<file path="config.mk">
export PLATFORM = sky130hd
export DESIGN_NAME = uart_rx_fifo_flat
export DESIGN_NICKNAME = d
export VERILOG_FILES = /design/src/rtl/uart_pkg.sv /design/src/rtl/uart_rx_fifo_if.sv /design/src/rtl/uart_fifo_mem.sv /design/src/rtl/uart_rx_fifo.sv /design/src/flat_wrapper.sv
export SDC_FILE = /design/constraint.sdc
export NUM_CORES = 1
export LEC_CHECK = 0
export ABC_AREA = 1
export CORE_ASPECT_RATIO = 1.2
export CORE_MARGIN = 8
export CORE_UTILIZATION = 46
export DETAILED_ROUTE_END_ITERATION = 12
export PLACE_DENSITY = 0.63
export SLEW_MARGIN = 20
export SYNTH_ARGS = -nofsm -noshare
export SYNTH_HDL_FRONTEND = slang
export SYNTH_HIERARCHICAL = 1
export SYNTH_SLANG_ARGS = --single-unit
</file>
<file path="constraint.sdc">
create_clock -name clk -period 2.87 [get_ports clk]
set_input_delay 0.574 -clock clk [delete_from_list [all_inputs] [get_ports clk]]
set_output_delay 0.574 -clock clk [all_outputs]
set_load 0.05 [all_outputs]
</file>
<file path="src/rtl/uart_pkg.sv">
// Shared UART receive-path types and constants.
// Entry layout and drop-counter saturation helper for the RX buffer.
package uart_pkg;

  localparam int UART_DATA_W = 8;
  localparam int DROP_CNT_W  = 8;

  typedef struct packed {
    logic                   perr;
    logic [UART_DATA_W-1:0] data;
  } rx_entry_t;

  // Increment that sticks at all-ones.
  function automatic logic [DROP_CNT_W-1:0] sat_inc(input logic [DROP_CNT_W-1:0] v);
    return (v == {DROP_CNT_W{1'b1}}) ? v : v + {{(DROP_CNT_W-1){1'b0}}, 1'b1};
  endfunction

endpackage

</file>
<file path="src/rtl/uart_rx_fifo_if.sv">
// Receiver-side and host-side valid/ready handshakes of the UART RX buffer.
interface uart_rx_fifo_if import uart_pkg::*; #(
  parameter int DATA_WIDTH = UART_DATA_W
);
  logic [DATA_WIDTH-1:0] in_data;
  logic                  in_valid;
  logic                  in_ready;
  logic                  in_parity_err;
  logic [DATA_WIDTH-1:0] out_data;
  logic                  out_perr;
  logic                  out_valid;
  logic                  out_ready;

  modport slave (
    input  in_data, in_valid, in_parity_err, out_ready,
    output in_ready, out_data, out_perr, out_valid
  );

  modport master (
    output in_data, in_valid, in_parity_err, out_ready,
    input  in_ready, out_data, out_perr, out_valid
  );
endinterface

</file>
<file path="src/rtl/uart_fifo_mem.sv">
// Register array storage for the RX FIFO: one synchronous write port,
// one asynchronous read port.
module uart_fifo_mem #(
  parameter int DEPTH  = 16,
  parameter int WIDTH  = 9,
  localparam int ADDR_W = $clog2(DEPTH)
) (
  input  logic              clk,
  input  logic              we,
  input  logic [ADDR_W-1:0] waddr,
  input  logic [WIDTH-1:0]  wdata,
  input  logic [ADDR_W-1:0] raddr,
  output logic [WIDTH-1:0]  rdata
);

  logic [WIDTH-1:0] mem_r [DEPTH];

  // Write port; contents are intentionally not reset.
  always_ff @(posedge clk) begin
    if (we) begin
      mem_r[waddr] <= wdata;
    end
  end

  assign rdata = mem_r[raddr];

endmodule

</file>
<file path="src/rtl/uart_rx_fifo.sv">
// UART receive buffer: tagged circular FIFO with first-word-fall-through output,
// overrun flag and saturating drop counter.
module uart_rx_fifo import uart_pkg::*; #(
  parameter int DATA_WIDTH   = UART_DATA_W,
  parameter int DEPTH        = 16,
  parameter int DROP_ON_FULL = 1,
  localparam int ADDR_W      = $clog2(DEPTH)
) (
  input  logic                  clk,
  input  logic                  rst_l,
  uart_rx_fifo_if.slave         rx,
  input  logic                  flush,
  input  logic                  overrun_clr,
  output logic [ADDR_W:0]       level,
  output logic                  full,
  output logic                  empty,
  output logic                  overrun,
  output logic [DROP_CNT_W-1:0] drop_cnt
);

  localparam logic [ADDR_W:0]     PTR_ONE = (ADDR_W+1)'(1);
  localparam logic [DROP_CNT_W-1:0] CNT_ONE = DROP_CNT_W'(1);

  logic [ADDR_W:0]       wr_ptr_r, rd_ptr_r, wr_ptr_nx_s, rd_ptr_nx_s;
  logic                  err_pending_r, err_pending_nx_s;
  logic                  overrun_r, overrun_nx_s;
  logic [DROP_CNT_W-1:0] drop_cnt_r, drop_cnt_nx_s;
  logic                  full_s, empty_s, in_ready_s;
  logic                  push_s, pop_s, store_s, drop_s;
  logic [DATA_WIDTH:0]   wdata_s, rdata_s;

  assign full_s  = (wr_ptr_r[ADDR_W] != rd_ptr_r[ADDR_W]) &&
                   (wr_ptr_r[ADDR_W-1:0] == rd_ptr_r[ADDR_W-1:0]);
  assign empty_s = (wr_ptr_r == rd_ptr_r);
  assign in_ready_s = (DROP_ON_FULL != 0) ? 1'b1 : ~full_s;

  assign push_s  = rx.in_valid & in_ready_s;
  assign pop_s   = ~empty_s & rx.out_ready;
  // A full FIFO can still take a word when the head leaves in the same cycle.
  assign store_s = push_s & (~full_s | pop_s) & ~flush;
  assign drop_s  = push_s & full_s & ~pop_s & ~flush;
  assign wdata_s = {err_pending_r | rx.in_parity_err, rx.in_data};

  // Next-state for pointers, pending parity error, overrun and drop count.
  always_comb begin
    wr_ptr_nx_s      = wr_ptr_r;
    rd_ptr_nx_s      = rd_ptr_r;
    err_pending_nx_s = err_pending_r;
    overrun_nx_s     = overrun_r;
    drop_cnt_nx_s    = drop_cnt_r;
    if (flush) begin
      wr_ptr_nx_s      = '0;
      rd_ptr_nx_s      = '0;
      err_pending_nx_s = 1'b0;
    end else begin
      wr_ptr_nx_s = store_s ? wr_ptr_r + PTR_ONE : wr_ptr_r;
      rd_ptr_nx_s = pop_s   ? rd_ptr_r + PTR_ONE : rd_ptr_r;
      if (push_s) begin
        err_pending_nx_s = 1'b0;
      end else if (rx.in_parity_err) begin
        err_pending_nx_s = 1'b1;
      end else begin
        err_pending_nx_s = err_pending_r;
      end
    end
    // A drop in the clear cycle is counted as the first of a fresh tally.
    if (drop_s) begin
      overrun_nx_s  = 1'b1;
      drop_cnt_nx_s = overrun_clr ? CNT_ONE : sat_inc(drop_cnt_r);
    end else if (overrun_clr) begin
      overrun_nx_s  = 1'b0;
      drop_cnt_nx_s = '0;
    end else begin
      overrun_nx_s  = overrun_r;
      drop_cnt_nx_s = drop_cnt_r;
    end
  end

  // State registers.
  always_ff @(posedge clk or negedge rst_l) begin
    if (!rst_l) begin
      wr_ptr_r      <= '0;
      rd_ptr_r      <= '0;
      err_pending_r <= 1'b0;
      overrun_r     <= 1'b0;
      drop_cnt_r    <= '0;
    end else begin
      wr_ptr_r      <= wr_ptr_nx_s;
      rd_ptr_r      <= rd_ptr_nx_s;
      err_pending_r <= err_pending_nx_s;
      overrun_r     <= overrun_nx_s;
      drop_cnt_r    <= drop_cnt_nx_s;
    end
  end

  uart_fifo_mem #(
    .DEPTH (DEPTH),
    .WIDTH (DATA_WIDTH + 1)
  ) u_mem (
    .clk   (clk),
    .we    (store_s),
    .waddr (wr_ptr_r[ADDR_W-1:0]),
    .wdata (wdata_s),
    .raddr (rd_ptr_r[ADDR_W-1:0]),
    .rdata (rdata_s)
  );

  assign rx.in_ready  = in_ready_s;
  assign rx.out_valid = ~empty_s;
  assign rx.out_data  = empty_s ? '0 : rdata_s[DATA_WIDTH-1:0];
  assign rx.out_perr  = empty_s ? 1'b0 : rdata_s[DATA_WIDTH];
  assign level        = wr_ptr_r - rd_ptr_r;
  assign full         = full_s;
  assign empty        = empty_s;
  assign overrun      = overrun_r;
  assign drop_cnt     = drop_cnt_r;

endmodule

</file>
<file path="src/flat_wrapper.sv">
// flat-port wrapper written by rule: the top's interface ports become plain ports
module uart_rx_fifo_flat import uart_pkg::*;
#(
  parameter int DATA_WIDTH   = UART_DATA_W,
  parameter int DEPTH        = 16,
  parameter int DROP_ON_FULL = 1,
  localparam int ADDR_W      = $clog2(DEPTH)
)
  (clk, rst_l, flush, overrun_clr, level, full, empty, overrun, drop_cnt, rx_in_data, rx_in_valid, rx_in_parity_err, rx_out_ready, rx_in_ready, rx_out_data, rx_out_perr, rx_out_valid);
  uart_rx_fifo_if #(.DATA_WIDTH(DATA_WIDTH)) rx_i ();
  input  logic clk;
  input  logic rst_l;
  input  logic flush;
  input  logic overrun_clr;
  output logic [ADDR_W:0] level;
  output logic full;
  output logic empty;
  output logic overrun;
  output logic [DROP_CNT_W-1:0] drop_cnt;
  input wire logic [$bits(rx_i.in_data)-1:0] rx_in_data;
  input wire logic [$bits(rx_i.in_valid)-1:0] rx_in_valid;
  input wire logic [$bits(rx_i.in_parity_err)-1:0] rx_in_parity_err;
  input wire logic [$bits(rx_i.out_ready)-1:0] rx_out_ready;
  output wire logic [$bits(rx_i.in_ready)-1:0] rx_in_ready;
  output wire logic [$bits(rx_i.out_data)-1:0] rx_out_data;
  output wire logic [$bits(rx_i.out_perr)-1:0] rx_out_perr;
  output wire logic [$bits(rx_i.out_valid)-1:0] rx_out_valid;
  assign rx_i.in_data = rx_in_data;
  assign rx_i.in_valid = rx_in_valid;
  assign rx_i.in_parity_err = rx_in_parity_err;
  assign rx_i.out_ready = rx_out_ready;
  assign rx_in_ready = rx_i.in_ready;
  assign rx_out_data = rx_i.out_data;
  assign rx_out_perr = rx_i.out_perr;
  assign rx_out_valid = rx_i.out_valid;
  uart_rx_fifo #(.DATA_WIDTH(DATA_WIDTH), .DEPTH(DEPTH), .DROP_ON_FULL(DROP_ON_FULL)) u_core (.clk(clk), .rst_l(rst_l), .rx(rx_i), .flush(flush), .overrun_clr(overrun_clr), .level(level), .full(full), .empty(empty), .overrun(overrun), .drop_cnt(drop_cnt));
endmodule
</file>
# ---- Word level (Yosys, flattened, before mapping)
# Memory sizes are Yosys's and may differ from the RTL's.
# Index checks and enable logic that the tools add are counted.
dict set report totals {
  ff_bits 20
  ramBits 144
  input_bits 15
  mem_count 1
}
dict set report op_classes {
  addsub 4
  n_eq_ne 5
  n_mux 17
  bitwise 12
  n_reduce_logical 6
}
# name depth word_bits read_ports rd_clocked_by_memory_dff wr line_no
set mem_list {}
lappend mem_list {u_core.u_mem.mem_r 16 9 1 0 1 uart_fifo_mem.sv:16} ;# logic [WIDTH-1:0] mem_r [DEPTH];
# cell n
set ops {}
lappend ops {{2-to-1 mux 8 bit} 5}
lappend ops {{2-to-1 mux 5 bit} 4}
lappend ops {{adder 5 x 1 -> 5 bit (second input constant)} 2}
lappend ops {{adder 8 x 1 -> 8 bit (second input constant)} 1}
lappend ops {{== test 8 bit (second input constant)} 1}
lappend ops {{2-to-1 mux 1 bit} 8}
lappend ops {{AND 1 bit} 6}
lappend ops {{nonzero test 2 bit} 3}
lappend ops {{== test 5 bit} 1}
lappend ops {{subtractor 5 bit} 1}
lappend ops {{== test 4 bit} 1}
lappend ops {{inverter 1 bit} 4}
lappend ops {{nonzero test 3 bit} 1}
lappend ops {{inequality test 2 bit (second input constant)} 1}
lappend ops {{OR 1 bit} 2}
lappend ops {{AND reduction 2 bit} 1}
lappend ops {{logical AND 1 bit} 1}
lappend ops {{inequality test 1 bit} 1}

# ---- Logic depth before layout (Yosys ltp)
dict set report depth {
  word_depth 8
  mapped_depth 11
  depth_no_buf 11
}

# ---- Cells and area by module
# Netlist, hierarchy kept.
# mod n_inst cells_per_inst area_each_um2 seq_area_each_um2
set modules_own_cells {}
lappend modules_own_cells {uart_fifo_mem 1 606 6322.3 4324.1}
lappend modules_own_cells {uart_rx_fifo 1 195 1433.9 500.5}

# ---- Worst setup path after synthesis
# No wires, ideal clock.
dict set report synth_timing {
  path_kind {reg-to-output}
  startpoint {register u_core.wr_ptr_r[2]}
  endpoint {output port rx_out_data[0]}
  arrival_ns 2.146
  required_ns 2.296
  path_slack_ns 0.150
  stages_incl_launch_ff 7
  cell_sequence {dfrtp_1 -> ha_1 -> nand2_2 -> nor2_4 -> nand2_2 -> inv_2 -> nor2_1}
}
dict set report synth_between {
  elab_chain_cells 2
}
# element line_no
set synth_lines {}
lappend synth_lines {{from (decl)} uart_rx_fifo.sv:24} ;# logic [ADDR_W:0] wr_ptr_r, rd_ptr_r, wr_ptr_nx_s, rd_ptr_nx_s;
lappend synth_lines {{from (signal assigned)} uart_rx_fifo.sv:88} ;# wr_ptr_r <= wr_ptr_nx_s;
lappend synth_lines {{== test 5 bit} uart_rx_fifo.sv:34} ;# assign empty_s = (wr_ptr_r == rd_ptr_r);
lappend synth_lines {{net empty} flat_wrapper.sv:17} ;# output logic empty;
lappend synth_lines {{2-to-1 mux 8 bit} uart_rx_fifo.sv:110} ;# assign rx.out_data = empty_s ? '0 : rdata_s[DATA_WIDTH-1:0];
lappend synth_lines {{to (decl)} flat_wrapper.sv:25} ;# output wire logic [$bits(rx_i.out_data)-1:0] rx_out_data;
# The timed path passes the listed nets, and every way through them passes these cells.

# ---- Final worst setup path
dict set report layout_timing {
  startpoint {register u_core.rd_ptr_r[0]}
  endpoint {output port rx_out_data[1]}
}
dict set report layout_between {
  elab_chain_cells 2
  word_cells_on_any_way 3
}
# element line_no
set layout_lines {}
lappend layout_lines {{from (decl)} uart_rx_fifo.sv:24}
lappend layout_lines {{from (signal assigned)} uart_rx_fifo.sv:89} ;# rd_ptr_r <= rd_ptr_nx_s;
lappend layout_lines {{memory (16 x 9 bit)} n/a}
lappend layout_lines {{net u_core.rdata_s[1]} uart_rx_fifo.sv:30} ;# logic [DATA_WIDTH:0] wdata_s, rdata_s;
lappend layout_lines {{2-to-1 mux 8 bit} uart_rx_fifo.sv:110}
# The timed path passes the listed nets, and every way through them passes these cells.

==> reports/qor.txt <==
Die ar.: 21300 um2
Row count: 52
Vias in the first global route: 5167
Post-route antenna net violation count: 0
Final core occ: 0.552
Via count: 5390
Syn Nets: 824
Period minus WS final: 2.81 ns
Drt first-iter violations: 397
Clock Sink Count: 164
Area of the multi-input gates: 2140 um2
CP Launch Type: register
H-tree Lvls: 4
Max Cap Viol: 0
Synthesis Warnings: 6
Achievable Freq: 0.355 GHz
Gr ovfl total: 0
Async set-reset flop share out of synthesis: 0.122
Power per cell area: 710 nW/um2
Total leakage power: 0.00407 uW
Cells after Synth: 801
CP arrival: 2.24 ns
Cts bufs inserted: 17
Clock Latency Late Sink: 0.43 ns
Largest net degree at the start of global routing: 73
Post-synth EDFFs: 144
Clock root buffer: clkbuf_16
Slew Limit Fails: 0
Worst-Margin Slew: 0.659 ns
Drt total wl: 17.6 mm
Die Span X: 135 um
Area Overhead vs Synth: 18.9%
Clock Tree Buf Depth: 2
Tot GR Track Use: 0.171
Gpl congestion: 0.800
Kind of critical path: register to output pin
# setup viols final: 0
DR pass1 iterations: 5
Final nets: 888
Die height: 158 um
First-pass GRT wire length: 27.8 mm
CP required: 2.30 ns
Hold Vio Cnt, Final: 0
Post-route cell area: 9230 um2
Post-synth top area cell: edfxtp_1
DP HPWL: 11.0 mm
# diodes: 0
Starting density of the core: 0.464
FF-to-FF setup slack: 0.48 ns
Sequential element share of the synthesized area: 0.622
Tightest Hold Check Type: primary input to async pin
Core area: 16700 um2
Crit Path Max Fanout: 45
Vias/cell: 4.93
Slew HR: 0.559
Register area: 4830 um2
Initial antenna violation count: 0
Worst hold slack: 0.486 ns
Worst-case clock skew: 0.00864 ns
CTS Hold Bufs: 0
Fill count: 1415
Main synth FF type: edfxtp_1
Worst vdd ir: 0.503 mV
Synth Register Bits: 164
I/O pins: 42
Share of the synthesized area in the top cell type: 0.558
Unrepaired setup endpoints after global routing: true
Status: complete, no violations
Average size of a mapped cell: 9.68 um2
Crit end category: output pin
Post-DR wirelength/cell: 16.1 um
Drt drc: 0
Clock transition at path regs: 0.07 ns
# port buffers: 40
Area contributors post-synth: edfxtp_1 56%, nand2_1 11%, nand3_1 8.1%
Share of layout cells above drive strength 1: 0.120
Synthesized area: 7760 um2
Tcrit/Tclk final: 0.980
Placed Instance Area: 8560 um2
Yosys cell types: 36
CTS tree: built
==> worst paths after layout <==
| check | start | endpoint | cells after the start |
|---|---|---|---|
| worst max-delay path | u_core/rd_ptr_r[0] | rx_out_data[1] | 10 |
| worst min-delay path | rst_l | u_core/overrun | 2 |
| worst max register to register | u_core/rd_ptr_r[1] | u_core/u_mem/mem_r[4][8] | 11 |
| worst min register to register | u_core/overrun | u_core/overrun | 2 |
| max in group asynchronous | rst_l | u_core/rd_ptr_r[0] | 2 |
| min in group clk | u_core/overrun | u_core/overrun | 2 |
==> cells in the mapped netlist, drive strengths merged (2+ instances only) <==
cell and number:
nand3 127, a21oi 2, buf 28, nand4 6
dfrtp 20, nand3b 3, nand2 243, edfxtp 144
xor2 10, nor2 47, o31ai 2, o21ai 8
ha 7, inv 146
==> critical path, stage by stage (launching register included) <==
cell and delay [ns]:
dfrtp_4 0.52, buf_4 0.16, buf_12 0.16, nand2_1 0.09
nand3_1 0.10, nand3_1 0.14, nand3_1 0.14, nand2_1 0.08
inv_1 0.04, nor2_1 0.17, buf_12 0.16
==> final cells by class <==
| class | instances | share of cell area |
|---|---|---|
| sequential | 164 | 0.524 |
| multi-input combinational | 461 | 0.232 |
| tap | 216 | 0.0293 |
| timing repair buffer | 73 | 0.0901 |
| clock buffer | 17 | 0.0461 |
| inverter | 147 | 0.0635 |
| clock inverter | 15 | 0.0133 |
| timing repair inverter | 1 | 0.00176 |
==> through the flow <==
step	total power (uW)	setup slack [ns]	std cells	setup TNS (ns)
after detailed placement	4390	0.348	1055	0
after global routing	6830	-0.0163	1094	-0.0375
after floorplan	3800	0.150	801	0
final	6550	0.0561	1094	0
after global placement	4390	0.362	1055	0
after CTS	6510	0.00608	1090	0
==> what timing repair did <==
| item | CTS | global route |
|---|---|---|
| gates cloned | 0 | 1 |
| pin swaps | 1 | 1 |
| setup buffers | 3 | 3 |
| endpoints found under the setup margin | 10 | 10 |
| resized for setup | 2 | 13 |
==> metal layers <==
layer / GRT usage / routed length (um)
met5: 0 / 0
met4: 0.0755 / 384
met3: 0.0362 / 815
met2: 0.285 / 8690
met1: 0.212 / 7740
==> cell families (layout without fill, tap and decap cells) <==
kind of cell / count (synthesis) / in the layout / synth area share
xor gates and xnor gates: 11 / 11 / 0.0124
AOI/OAI and AO/OA: 13 / 13 / 0.00984
other: 1 / 1 / 0.000483
buffers and inverters: 176 / 253 / 0.102
DFF: 164 / 164 / 0.622
and+or+nand+nor: 428 / 428 / 0.239
adders and majority gates: 8 / 8 / 0.0139
==> registers in the layout, summed over array words and instances, names as in the netlist <==
| register | flops |
|---|---|
| u_core/u_mem/mem_r | 144 |
| u_core/overrun | 1 |
| u_core/err_pending_r | 1 |
| u_core/rd_ptr_r | 5 |
| u_core/wr_ptr_r | 5 |
| u_core/drop_cnt | 8 |
==> power by group <==
group          leakage [uW]  internal, uW  switching [uW]  total (uW)
Clock              0.000263          1130             983        2110
Combinational       0.00223           674            1120        1790
Sequential          0.00157          2620            23.1        2650
==> cells in the final DEF, fill, tap and decap left out, types with 3 or more instances in the layout <==
| master | count |
|---|---|
| buf_12 | 18 |
| buf_4 | 32 |
| clkbuf_16 | 17 |
| clkdlybuf4s50_1 | 23 |
| clkinv_4 | 4 |
| clkinvlp_4 | 3 |
| dfrtp_1 | 18 |
| edfxtp_1 | 144 |
| ha_1 | 6 |
| inv_1 | 142 |
| inv_6 | 6 |
| nand2_1 | 237 |
| nand2_2 | 5 |
| nand3_1 | 126 |
| nand3b_1 | 3 |
| nand4_1 | 5 |
| nor2_1 | 42 |
| nor2_2 | 3 |
| o21ai_0 | 3 |
| o21ai_1 | 4 |
| xor2_1 | 10 |
(Power assumes the default switching activity.)
